$ cat src/rtl/pc_sequencer_if.sv
// rtl/pc_sequencer_if.sv - control/response bundle between fetch control (master) and pc_sequencer (slave)
interface pc_sequencer_if #(
    parameter int XLEN  = 32,
    parameter int CNT_W = 16
);
    logic              stall;
    logic              branch;
    logic [2:0]        cond;
    logic              zero;
    logic              lt;
    logic              ltu;
    logic              jal;
    logic              jalr;
    logic [XLEN-1:0]   rs1;
    logic [XLEN-1:0]   imm;
    logic [XLEN-1:0]   pc;
    logic [XLEN-1:0]   link;
    logic              taken;
    logic              flush;
    logic              trap;
    logic [XLEN-1:0]   bad_addr;
    logic [CNT_W-1:0]  redir_cnt;

    modport master (
        output stall, branch, cond, zero, lt, ltu, jal, jalr, rs1, imm,
        input  pc, link, taken, flush, trap, bad_addr, redir_cnt
    );

    modport slave (
        input  stall, branch, cond, zero, lt, ltu, jal, jalr, rs1, imm,
        output pc, link, taken, flush, trap, bad_addr, redir_cnt
    );
endinterface

$ cat src/rtl/pc_sequencer.sv
// rtl/pc_sequencer.sv - fetch-stage PC with branch/JAL/JALR redirect, misaligned trap, flush pulse; optional PC_PERF_EN redirect counter
module pc_sequencer #(
    parameter int               XLEN      = 32,
    parameter bit               BYTE_ADDR = 1'b0,
    parameter logic [XLEN-1:0]  RST_VEC   = '0,
    parameter logic [XLEN-1:0]  TRAP_VEC  = XLEN'('h10),
    parameter int               CNT_W     = 16
) (
    input  logic            clk,
    input  logic            rst_n,
    pc_sequencer_if.slave   bus
);

    localparam logic [XLEN-1:0] STEP = BYTE_ADDR ? XLEN'(4) : XLEN'(1);

    logic [XLEN-1:0] pc_q;
    logic [XLEN-1:0] bad_q;
    logic            flush_q;
    logic            trap_q;

    logic [XLEN-1:0] seq_pc;
    logic [XLEN-1:0] rel_tgt;
    logic [XLEN-1:0] ind_tgt;
    logic [XLEN-1:0] tgt;
    logic            cond_ok;
    logic            redirect;
    logic            misaligned;

    // Branch condition decode from the ALU flags; 010/011 are reserved and never taken.
    always_comb begin
        cond_ok = 1'b0;
        case (bus.cond)
            3'b000:  cond_ok = bus.zero;
            3'b001:  cond_ok = !bus.zero;
            3'b100:  cond_ok = bus.lt;
            3'b101:  cond_ok = !bus.lt;
            3'b110:  cond_ok = bus.ltu;
            3'b111:  cond_ok = !bus.ltu;
            default: cond_ok = 1'b0;
        endcase
    end

    // Target select: jalr over jal over conditional branch; only redirects can be misaligned.
    always_comb begin
        seq_pc  = pc_q + STEP;
        rel_tgt = pc_q + bus.imm;
        ind_tgt = bus.rs1 + bus.imm;
        if (BYTE_ADDR) begin
            ind_tgt[0] = 1'b0;
        end
        redirect   = !bus.stall && (bus.jalr || bus.jal || (bus.branch && cond_ok));
        tgt        = bus.jalr ? ind_tgt : rel_tgt;
        misaligned = BYTE_ADDR && redirect && tgt[1];
    end

    // PC, flush/trap pulses and faulting address; stall freezes PC and drops the pulses.
    always_ff @(posedge clk or negedge rst_n) begin
        if (!rst_n) begin
            pc_q    <= RST_VEC;
            bad_q   <= '0;
            flush_q <= 1'b0;
            trap_q  <= 1'b0;
        end else if (bus.stall) begin
            flush_q <= 1'b0;
            trap_q  <= 1'b0;
        end else if (misaligned) begin
            pc_q    <= TRAP_VEC;
            bad_q   <= tgt;
            flush_q <= 1'b1;
            trap_q  <= 1'b1;
        end else if (redirect) begin
            pc_q    <= tgt;
            flush_q <= 1'b1;
            trap_q  <= 1'b0;
        end else begin
            pc_q    <= seq_pc;
            flush_q <= 1'b0;
            trap_q  <= 1'b0;
        end
    end

`ifdef PC_PERF_EN
    logic [CNT_W-1:0] cnt_q;

    // Saturating count of non-stalled redirects, traps included; only reset clears it.
    always_ff @(posedge clk or negedge rst_n) begin
        if (!rst_n) begin
            cnt_q <= '0;
        end else if (redirect && (cnt_q != {CNT_W{1'b1}})) begin
            cnt_q <= cnt_q + CNT_W'(1);
        end
    end

    assign bus.redir_cnt = cnt_q;
`else
    assign bus.redir_cnt = {CNT_W{1'b0}};
`endif

    assign bus.pc       = pc_q;
    assign bus.link     = seq_pc;
    assign bus.taken    = redirect;
    assign bus.flush    = flush_q;
    assign bus.trap     = trap_q;
    assign bus.bad_addr = bad_q;

endmodule

$ cat src/flat_wrapper.sv
// flat-port wrapper written by rule: the top's interface ports become plain ports
module pc_sequencer_flat 
#(
    parameter int               XLEN      = 32,
    parameter bit               BYTE_ADDR = 1'b0,
    parameter logic [XLEN-1:0]  RST_VEC   = '0,
    parameter logic [XLEN-1:0]  TRAP_VEC  = XLEN'('h10),
    parameter int               CNT_W     = 16
)
  (clk, rst_n, bus_stall, bus_branch, bus_cond, bus_zero, bus_lt, bus_ltu, bus_jal, bus_jalr, bus_rs1, bus_imm, bus_pc, bus_link, bus_taken, bus_flush, bus_trap, bus_bad_addr, bus_redir_cnt);
  pc_sequencer_if #(.XLEN(XLEN), .CNT_W(CNT_W)) bus_i ();
  input  logic clk;
  input  logic rst_n;
  input wire logic [$bits(bus_i.stall)-1:0] bus_stall;
  input wire logic [$bits(bus_i.branch)-1:0] bus_branch;
  input wire logic [$bits(bus_i.cond)-1:0] bus_cond;
  input wire logic [$bits(bus_i.zero)-1:0] bus_zero;
  input wire logic [$bits(bus_i.lt)-1:0] bus_lt;
  input wire logic [$bits(bus_i.ltu)-1:0] bus_ltu;
  input wire logic [$bits(bus_i.jal)-1:0] bus_jal;
  input wire logic [$bits(bus_i.jalr)-1:0] bus_jalr;
  input wire logic [$bits(bus_i.rs1)-1:0] bus_rs1;
  input wire logic [$bits(bus_i.imm)-1:0] bus_imm;
  output wire logic [$bits(bus_i.pc)-1:0] bus_pc;
  output wire logic [$bits(bus_i.link)-1:0] bus_link;
  output wire logic [$bits(bus_i.taken)-1:0] bus_taken;
  output wire logic [$bits(bus_i.flush)-1:0] bus_flush;
  output wire logic [$bits(bus_i.trap)-1:0] bus_trap;
  output wire logic [$bits(bus_i.bad_addr)-1:0] bus_bad_addr;
  output wire logic [$bits(bus_i.redir_cnt)-1:0] bus_redir_cnt;
  assign bus_i.stall = bus_stall;
  assign bus_i.branch = bus_branch;
  assign bus_i.cond = bus_cond;
  assign bus_i.zero = bus_zero;
  assign bus_i.lt = bus_lt;
  assign bus_i.ltu = bus_ltu;
  assign bus_i.jal = bus_jal;
  assign bus_i.jalr = bus_jalr;
  assign bus_i.rs1 = bus_rs1;
  assign bus_i.imm = bus_imm;
  assign bus_pc = bus_i.pc;
  assign bus_link = bus_i.link;
  assign bus_taken = bus_i.taken;
  assign bus_flush = bus_i.flush;
  assign bus_trap = bus_i.trap;
  assign bus_bad_addr = bus_i.bad_addr;
  assign bus_redir_cnt = bus_i.redir_cnt;
  pc_sequencer #(.XLEN(XLEN), .BYTE_ADDR(BYTE_ADDR), .RST_VEC(RST_VEC), .TRAP_VEC(TRAP_VEC), .CNT_W(CNT_W)) u_core (.clk(clk), .rst_n(rst_n), .bus(bus_i));
endmodule
$ cat config.mk
export PLATFORM = sky130hd
export DESIGN_NAME = pc_sequencer_flat
export DESIGN_NICKNAME = d
export VERILOG_FILES = /design/src/rtl/pc_sequencer_if.sv /design/src/rtl/pc_sequencer.sv /design/src/flat_wrapper.sv
export SDC_FILE = /design/constraint.sdc
export NUM_CORES = 1
export LEC_CHECK = 0
export BUFFER_PORTS_ARGS = -buffer_cell sky130_fd_sc_hd__buf_2
export CAP_MARGIN = 20
export CORE_UTILIZATION = 25
export CTS_BUF_LIST = sky130_fd_sc_hd__clkbuf_8
export CTS_CLUSTER_DIAMETER = 120
export DETAILED_ROUTE_END_ITERATION = 8
export PLACE_DENSITY = 0.58
export SLEW_MARGIN = 30
export SYNTH_ARGS = -nofsm -noshare
export SYNTH_HDL_FRONTEND = slang
export SYNTH_SLANG_ARGS = --single-unit
$ cat constraint.sdc
create_clock -name clk -period 5.4 [get_ports clk]
set_input_delay 0.54 -clock clk [delete_from_list [all_inputs] [get_ports clk]]
set_output_delay 0.54 -clock clk [all_outputs]
set_load 0.05 [all_outputs]
## Yosys cells after proc, flatten, opt, wreduce, memory -nomap -nowiden

Cells that the tools add are included.

- Input bits: 76
- Bits in registers: 33
- Output and inout port bits: 115
- Word-level logic and storage cells: 24

- Eq/ne operators: 5
- Mux-type cells: 5
- $add $sub $neg: 3
- Reduce and logical (&&, ||, !) cells: 9

Operators by type and width:

| cell | number |
|---|---|
| 32-bit adder | 2 |
| 32-bit two-way mux | 2 |
| 32-bit by 1-bit adder with 32-bit output (second input constant) | 1 |
| 3-bit == test (second input constant) | 4 |
| 1-bit case mux with 6 select lines | 1 |
| 1-bit zero test | 4 |
| 3-bit by 1-bit == test with 1-bit output (second input constant) | 1 |
| 3-bit zero test | 1 |
| 1-bit logical AND | 2 |
| 1-bit logical OR | 2 |
| 1-bit two-way mux | 2 |

## Depth between registers and ports, before layout

Gate-level depths: netlist of the first run.

- Word-level depth: 7
- Depth in mapped cells: 14
- Depth with buffers taken out: 11

## Least setup slack after synthesis of the first run

No wires, ideal clock.

- Path type: input to register
- Start point: input bus_jalr
- End point: register u_core.pc_q[24], in the netlist u_core.bus.pc[24]
- Arrival time: 3621 ps
- Buffers on the path: 3
- Stages: 13
- Setup slack: 1709 ps
- Library setup time: 70 ps
- Required time: 5330 ps
- Cells stage by stage: clkbuf_1 -> clkbuf_1 -> clkbuf_1 -> o21ai_0 -> ha_1 -> fa_1 -> a21o_1 -> a221oi_2 -> nor3_1 -> o2111ai_1 -> a211oi_1 -> o41a_2 -> nand2_1

- Cells in the longest elaborated chain, start to end: 4
- Elaborated cells between the ends (all ways): 5
- Those cells by class: 2 x mux; 3 x reduce/logical

Ends and longest elaborated chain:

| what | RTL line | text |
|---|---|---|
| from (decl) | flat_wrapper.sv:21 | `input wire logic [$bits(bus_i.jalr)-1:0] bus_jalr;` |
| 1-bit logical OR (2 in series) | pc_sequencer.sv:51 | `redirect = !bus.stall && (bus.jalr \|\| bus.jal \|\| (bus.branch && cond_ok));` |
| 1-bit logical AND | pc_sequencer.sv:51 |  |
| 32-bit two-way mux (*) | pc_sequencer.sv:71 | `end else if (redirect) begin` |
| to (signal assigned) | pc_sequencer.sv:72 | `pc_q <= tgt;` |
| to (signal assigned) | pc_sequencer.sv:76 | `pc_q <= seq_pc;` |
| to (decl) | pc_sequencer.sv:16 | `logic [XLEN-1:0] pc_q;` |

Mark *: on every way between the ends. The rest lies on a longest branch, timed or not.
A chain may end at the register's enable or synchronous reset.

## Final worst setup path of the first run

- Start point: input bus_jalr
- End point: output bus_taken

- Cells in the longest elaborated chain, start to end: 3

Ends and longest elaborated chain:

| what | RTL line | text |
|---|---|---|
| 1-bit logical OR (2 in series) | pc_sequencer.sv:51 |  |
| 1-bit logical AND | pc_sequencer.sv:51 |  |
| to (decl) | flat_wrapper.sv:26 | `output wire logic [$bits(bus_i.taken)-1:0] bus_taken;` |

Every way passes these cells.

==> results of run 1 <==
## worst min path at each step
stage                              to  slack (ns)  cells past startpoint
floorplan            u_core.bus.flush        0.24                      0
global placement     u_core.bus.pc[1]        0.55                      2
detailed placement   u_core.bus.pc[1]        0.56                      2
CTS                 u_core.bus.pc[12]        0.37                      1
global route        u_core.bus.pc[12]        0.40                      1
finish              u_core.bus.pc[11]        0.35                      1
## placed cells by master, fill, tap and decap left out, types with 6 or more instances in the layout
master,netlist,final
inv_1,18,19
xnor2_1,28,28
nand3_1,20,20
clkbuf_8,0,6
nor3_1,16,16
nand4_1,12,12
and3_1,9,9
xor2_1,26,26
conb_1,1,49
o22ai_1,6,6
mux2_2,26,26
ha_1,32,32
dfrtp_1,33,33
a21oi_1,55,55
a21o_1,11,11
nand2_1,55,55
a211oi_1,8,8
nor2_1,52,52
o211ai_1,9,9
o21a_1,8,8
nand2b_1,6,6
a31oi_1,7,7
buf_2,10,141
o21ai_0,39,39
## report_power, final
part / internal [mW] / switching (mW) / total, mW / leakage (nW)
clock: 0.0996 / 0.105 / 0.205 / 0.0485
combinational: 0.671 / 1.68 / 2.35 / 2.14
sequential: 0.357 / 0.239 / 0.596 / 0.383
total: 1.13 / 2.03 / 3.16 / 2.58
## flip-flops by register name, indices dropped and copies added (netlist names)
signal,cells
u_core.bus.flush,1
u_core.bus.pc,32
## synth_stat cells (all sizes together) (8+ instances only)
master	instances
nor2	54
ha	32
buf	63
nor3	16
a21oi	55
o211ai	10
a211oi	8
inv	18
mux2	26
xor2	26
clkbuf	26
nand3	20
and3	9
nand4	13
nand2	56
a21o	11
o21a	8
xnor2	28
dfrtp	33
o21ai	41
## per-stage QoR
step / instance area (µm²) / std cells / setup slack, ns / total power [mW]
6_report: 5710 / 1017 / 1.50 / 3.16
5_1_grt: 5710 / 1017 / 1.33 / 3.37
4_1_cts: 5710 / 1017 / 1.53 / 3.17
3_5_place_dp: 5630 / 1010 / 1.47 / 2.95
2_1_floorplan: 5100 / 694 / 1.71 / 2.42
3_3_place_gp: 5630 / 1010 / 1.55 / 2.94
## logic make-up after synthesis
| group | Yosys count | share of synthesized area |
|---|---|---|
| buf+inv | 107 | 0.124 |
| mux | 30 | 0.0676 |
| compound gates | 185 | 0.250 |
| xor+xnor | 54 | 0.0961 |
| simple gates | 203 | 0.208 |
| flops | 33 | 0.168 |
| fa+ha+maj | 33 | 0.0854 |
| other cells | 1 | 0.000762 |
## area by class of cell
class	count	area [µm²]	area share
clock buffer	6	82.6	0.0145
clock inverter	1	3.75	0.000657
inverter	18	67.6	0.0118
multi-input combinational	554	3670	0.643
sequential	33	826	0.145
tap	260	325	0.0569
timing repair buffer	145	736	0.129
## per-layer routing
layer / share of wire / vias to the layer above / global-route usage
met4: 0.018 / 0 / 0.0555
li1: - / 2465 / -
met2: 0.47 / 176 / 0.277
met3: 0.056 / 22 / 0.0262
met1: 0.45 / 2338 / 0.214
met5: 0 / - / 0
==> impl_metrics.csv, run 1 <==
group,metric,value,unit
timing,whs,0.353,ns
cts,clk-insertion-delay-late,0.30,ns
worst_setup_path,crit_fanout,38,
global_routing,grt_pass1_wl,25900,µm
die,die_w,142,µm
timing,hold_viol,0,
job,maxCapViolCount,0,
synthesis,synth.distinct_cells,75,
finish,fin_nets,866,
timing,max_freq,0.257,GHz
worst_setup_path,reg2reg_depth,11,
route,drtIter0Drc,249,
global_routing,first_global_vias,4756,
synthesis,synth_seq_cells,33,
worst_setup_path,crit_required,4.86,ns
worst_setup_path,worst_path_largest_cell_delay,0.58,ns
cts,cts_buffers,5,
power_and_ir_drop,p_per_area,552,nW/µm²
timing,relSlewSlack,0.416,
synthesis,netlist_area,4920,µm²
route,drcViolationCount,0,
die,placeableCoreArea,19000,µm²
route,viasPerCell,4.92,
cts,cts.clk_slew.worst_paths,0.07,ns
synthesis,synth_edf_count,0,
global_routing,overflow,0,
worst_setup_path,critical_path_class,"in -> out",
worst_setup_path,endpoint_kind,"primary output",
timing,setup_viol,0,
timing,finalCritPeriodShare,0.722,
route,wl,16800,µm
worst_setup_path,crit_chain,"buf_2, buf_4, a2111o_1, buf_4, nand2b_1, inv_1, buf_2",
die,ioPinCount,191,
synthesis,ys_warn_count,0,
cts,cts_tree,"yes",
finish,syn_to_final_growth,16.1,%
finish,drive_gt1_frac,0.263,
cts,cts_resized,0,
worst_setup_path,endpoint,"bus_taken",
timing,setup_tns,0,ns
route,drt-wirelength-per-cell,16.5,µm
synthesis,synth_ff_type,"dfrtp_1",
placed_design,numPortBuffers,141,
worst_setup_path,crit_slowest_cell,"inv_1",
die,start_util,0.259,
route,num_vias,5001,
route,firstDrtPassIters,5,
global_routing,grt_max_degree,59,
placed_design,gp_congestion,0.860,
synthesis,netlist_instances,646,
timing,rsz0062_at_grt,"no",
worst_setup_path,worst_r2r_endpoint,"u_core.bus.pc[24]",
worst_setup_path,path_delay_family,"buffers and inverters",
timing,drv_slew,0,
worst_setup_path,r2r-start,"u_core.bus.pc[0]",
timing,fin_skew,0.00767,ns
cts,root_buffer,"clkbuf_8",
global_routing,grt_usage,0.165,
cts,hold_buffers,0,
worst_hold_path,hold_class,"in -> async",
timing,fin_crit,3.90,ns
finish,final_core_util,0.300,
cts,cts.sinks,33,
run_status,outcome,"finished clean",
synthesis,yosys.area.top_type_share,0.168,
timing,tightest_slew,0.875,ns
finish,num-fill-cells,2145,
worst_setup_path,reg2reg_slack,2.13,ns
power_and_ir_drop,irDropWorstVdd,0.000202,V
synthesis,synth_top_cell_by_area,"dfrtp_1",
finish,insertedDiodeCount,0,
placed_design,dpl.hpwl,13300,µm
die,die_h,142,µm
cts,post-cts-setup-buffers,0,
route,ant_nets,0,
worst_setup_path,crit_arrival,3.36,ns
worst_setup_path,worst-path-buf-inv,5,
synthesis,synth-async-reset-ratio,1.00,
worst_setup_path,cp-startpoint,"bus_jalr",
die,die_area,20300,µm²
global_routing,antenna_found_initial,0,
synthesis,seq_area_frac_synth,0.168,
power_and_ir_drop,leakagePower,2.58,nW
synthesis,synth_area_leaders,"dfrtp_1 17%, ha_1 8.1%, buf_4 7.6%",
synthesis,synth.avg_cell_area,7.62,µm²
die,num_rows,50,
cts,htreeDepth,2,
worst_setup_path,crit_cells,7,
cts,cts_buffer_depth,2,
worst_setup_path,start_kind,"input pin",
Note: power is estimated with default switching activity, not from simulation.
==> inputs of run 2 (changes only) <==
Settings changed: ABC_AREA set to 1, PLACE_DENSITY 0.58 to 0.57.
Clock period 5.4 ns to 3.61 ns, I/O delays scaled along.
==> run 2 against run 1 <==
  * Utilization about the same
  * Worst setup slack worse by 0.73 ns
  * Sequential share of layout area fell by 1.5 points
  * First-iteration DRC count increased by 17%
  * Largest power group unchanged
  * Combinational power up 30%
  * Synthesized area is 12% higher
==> impl_metrics.csv, run 2 <==
group,metric,value,unit
run_status,outcome,"finished clean",
synthesis,synth.avg_cell_area,5.86,µm²
route,firstDrtPassIters,5,
finish,insertedDiodeCount,0,
timing,drv_slew,0,
synthesis,yosys.area.top_type_share,0.252,
synthesis,yosys.area_share.xor_xnor,0.0676,
finish,syn_to_final_growth,16.4,%
route,drcViolationCount,0,
placed_design,numPortBuffers,141,
job,maxCapViolCount,0,
global_routing,grt_pass1_wl,30200,µm
die,placeableCoreArea,21300,µm²
timing,finalCritPeriodShare,0.786,
worst_setup_path,r2r-start,"u_core.bus.pc[0]",
synthesis,synth-async-reset-ratio,1.00,
global_routing,antenna_found_initial,0,
placed_design,place_inst,1342,
cts,root_buffer,"clkbuf_8",
route,drtIter0Drc,292,
worst_setup_path,worst-path-buf-inv,1,
route,viasPerCell,4.46,
worst_setup_path,crit_slowest_cell,"buf_2",
worst_setup_path,path_delay_family,"simple AND/OR/NAND/NOR gates",
global_routing,grt_use_met1,0.234,
finish,final_common_cell,"nand2_1",
finish,largest_reg_flops,32,
synthesis,netlist_instances,937,
worst_setup_path,crit_required,3.80,ns
timing,hold_viol,0,
cts,post-cts-setup-buffers,0,
global_routing,first_global_vias,5593,
finish,layout_common_cells,"369 x nand2_1, 141 x buf_2, 135 x inv_1",
global_routing,busiest_layer,"met2",
global_routing,overflow,0,
synthesis,synth_top_cell_by_area,"nand2_1",
finish,num-fill-cells,2463,
placed_design,gp_congestion,0.978,
power_and_ir_drop,irDropWorstVdd,0.000356,V
synthesis,synth-simple-area-share,0.434,
die,die_w,150,µm
cts,htreeDepth,2,
cts,cts_resized,0,
synthesis,yosysMostFrequentCell,"nand2_1",
global_routing,gr-usage-met3,0.0136,
worst_setup_path,endpoint_kind,"flip-flop",
power_and_ir_drop,power,4.09,mW
worst_setup_path,critical_path_class,"in -> reg",
synthesis,netlist_area,5490,µm²
synthesis,seq_area_frac_synth,0.150,
power_and_ir_drop,leakagePower,3.73,nW
worst_setup_path,start_kind,"input pin",
global_routing,grt_usage,0.178,
cts,cts.sinks,33,
worst_setup_path,worst_path_largest_cell_delay,0.66,ns
die,num_rows,53,
synthesis,synth_edf_count,0,
cts,hold_buffers,0,
die,start_util,0.258,
route,ant_nets,0,
power_and_ir_drop,p_per_area,639,nW/µm²
route,wl,20100,µm
timing,relSlewSlack,0.405,
synthesis,synthMuxAreaShare,0.0246,
route,num_vias,6023,
worst_setup_path,crit_fanout,53,
die,die_area,22600,µm²
route,drt-wirelength-per-cell,14.9,µm
worst_setup_path,cpMostUsedCell,"nand2_1",
finish,final_core_util,0.300,
synthesis,synth_compound_area_frac,0.0738,
synthesis,yosys-top-cells-count,"369 x nand2_1, 132 x inv_1, 81 x nor2_1, 53 x buf_4, 50 x nand3_1",
cts,cts.clk_slew.worst_paths,0.07,ns
timing,fin_skew,0.00486,ns
timing,setup_tns,0,ns
placed_design,place_worst_setup_slack,0.499,ns
worst_hold_path,hold_class,"in -> async",
global_routing,grt_max_degree,54,
worst_setup_path,reg2reg_depth,14,
finish,fin_nets,1183,
finish,drive_gt1_frac,0.187,
die,ioPinCount,191,
synthesis,synth_area_leaders,"nand2_1 25%, dfrtp_1 15%, inv_1 9.0%",
timing,tightest_slew,0.892,ns
die,die_h,150,µm
placed_design,dpl.hpwl,17300,µm
worst_setup_path,worst_r2r_endpoint,"u_core.bus.pc[30]",
cts,cts_buffer_depth,2,
worst_setup_path,reg2reg_slack,1.00,ns
synthesis,synth_ff_type,"dfrtp_1",
cts,clk-insertion-delay-late,0.30,ns
cts,cts_buffers,5,
worst_setup_path,crit_arrival,3.03,ns
worst_setup_path,crit_chain,"buf_2, o21ai_0, ha_1, fa_1, nand3_1, nand3_1, nand2_1, nand2_1, nand2_1, nand2_1, nand2_1, nand3_1, nand3_1, nand2_1",
global_routing,met2_usage,0.305,
finish,layout.cells.non_filler,1350,
timing,setup_slack,0.772,ns
synthesis,synth-adder-area-share,0.0765,
cts,cts_tree,"yes",
timing,setup_viol,0,
timing,max_freq,0.352,GHz
synthesis,ys_warn_count,0,
timing,fin_crit,2.84,ns
synthesis,synth_top_family_by_area,"simple AND/OR/NAND/NOR gates",
synthesis,synth_seq_cells,33,
timing,rsz0062_at_grt,"no",
synthesis,synth.distinct_cells,40,
run 2: logic make-up (layout without fill, tap and decap cells):
kind of cell               count (synthesis)  in the layout
and+or+nand+nor                          554            554
buffers and inverters                    199            289
AOI/OAI and AO/OA                         66             66
xor gates and xnor gates                  39             39
adders and majority gates                 33             33
DFF                                       33             33
muxes                                     12             12
other                                      1             49
run 2: power by group:
group          leakage, nW  switching (mW)  internal (mW)  total (mW)
clock network       0.0519           0.152          0.129       0.280
registers            0.401           0.261          0.499       0.760
logic                 3.27            2.29          0.759        3.05
total                 3.73            2.70           1.39        4.09
run 2: through the flow:
| step | hold slack, ns | instance area, µm² |
|---|---|---|
| 2_1_floorplan | 0.0654 | 5670 |
| 3_3_place_gp | 0.510 | 6310 |
| 3_5_place_dp | 0.498 | 6310 |
| 4_1_cts | 0.170 | 6390 |
| 5_1_grt | 0.204 | 6390 |
| 6_report | 0.154 | 6390 |
run 2: routing by layer:
layer,routed length [µm],up-vias,share of wire
li1,-,3066,-
met1,8830,2723,0.44
met2,9540,209,0.48
met3,1170,25,0.058
met4,518,0,0.026
met5,0,-,0
run 2: cell type report:
| class | instances | area [µm²] | share of cell area |
|---|---|---|---|
| Clock buffer | 5 | 68.8 | 0.0108 |
| Clock inverter | 3 | 11.3 | 0.00176 |
| Inverter | 137 | 514 | 0.0804 |
| Multi-Input combinational cell | 753 | 3900 | 0.610 |
| Sequential cell | 33 | 826 | 0.129 |
| Tap cell | 275 | 344 | 0.0538 |
| Timing Repair Buffer | 144 | 728 | 0.114 |
run 2: worst register-to-register path: stages, from the launching register on:
cell,delay (ns)
dfrtp_1,0.50
inv_2,0.17
o21ai_0,0.11
ha_1,0.27
fa_1,0.43
nand3_1,0.11
nand3_1,0.16
nand2_1,0.10
nand2_1,0.10
nand2_1,0.08
nand2_1,0.13
nand2_1,0.12
nand3_1,0.08
nand3_1,0.11
nand2_1,0.05
run 2: worst max path at each step:
stage	startpoint	cells after the start	end	slack (ns)
after global routing	bus_jalr	14	u_core.bus.pc[30]	0.61
after detailed placement	bus_jalr	13	u_core.bus.pc[22]	0.50
after global placement	bus_jalr	13	u_core.bus.pc[22]	0.52
final	bus_jalr	14	u_core.bus.pc[30]	0.77
after floorplan	u_core.bus.pc[0]	6	bus_link[20]	0.89
after CTS	u_core.bus.pc[0]	7	bus_link[12]	0.83
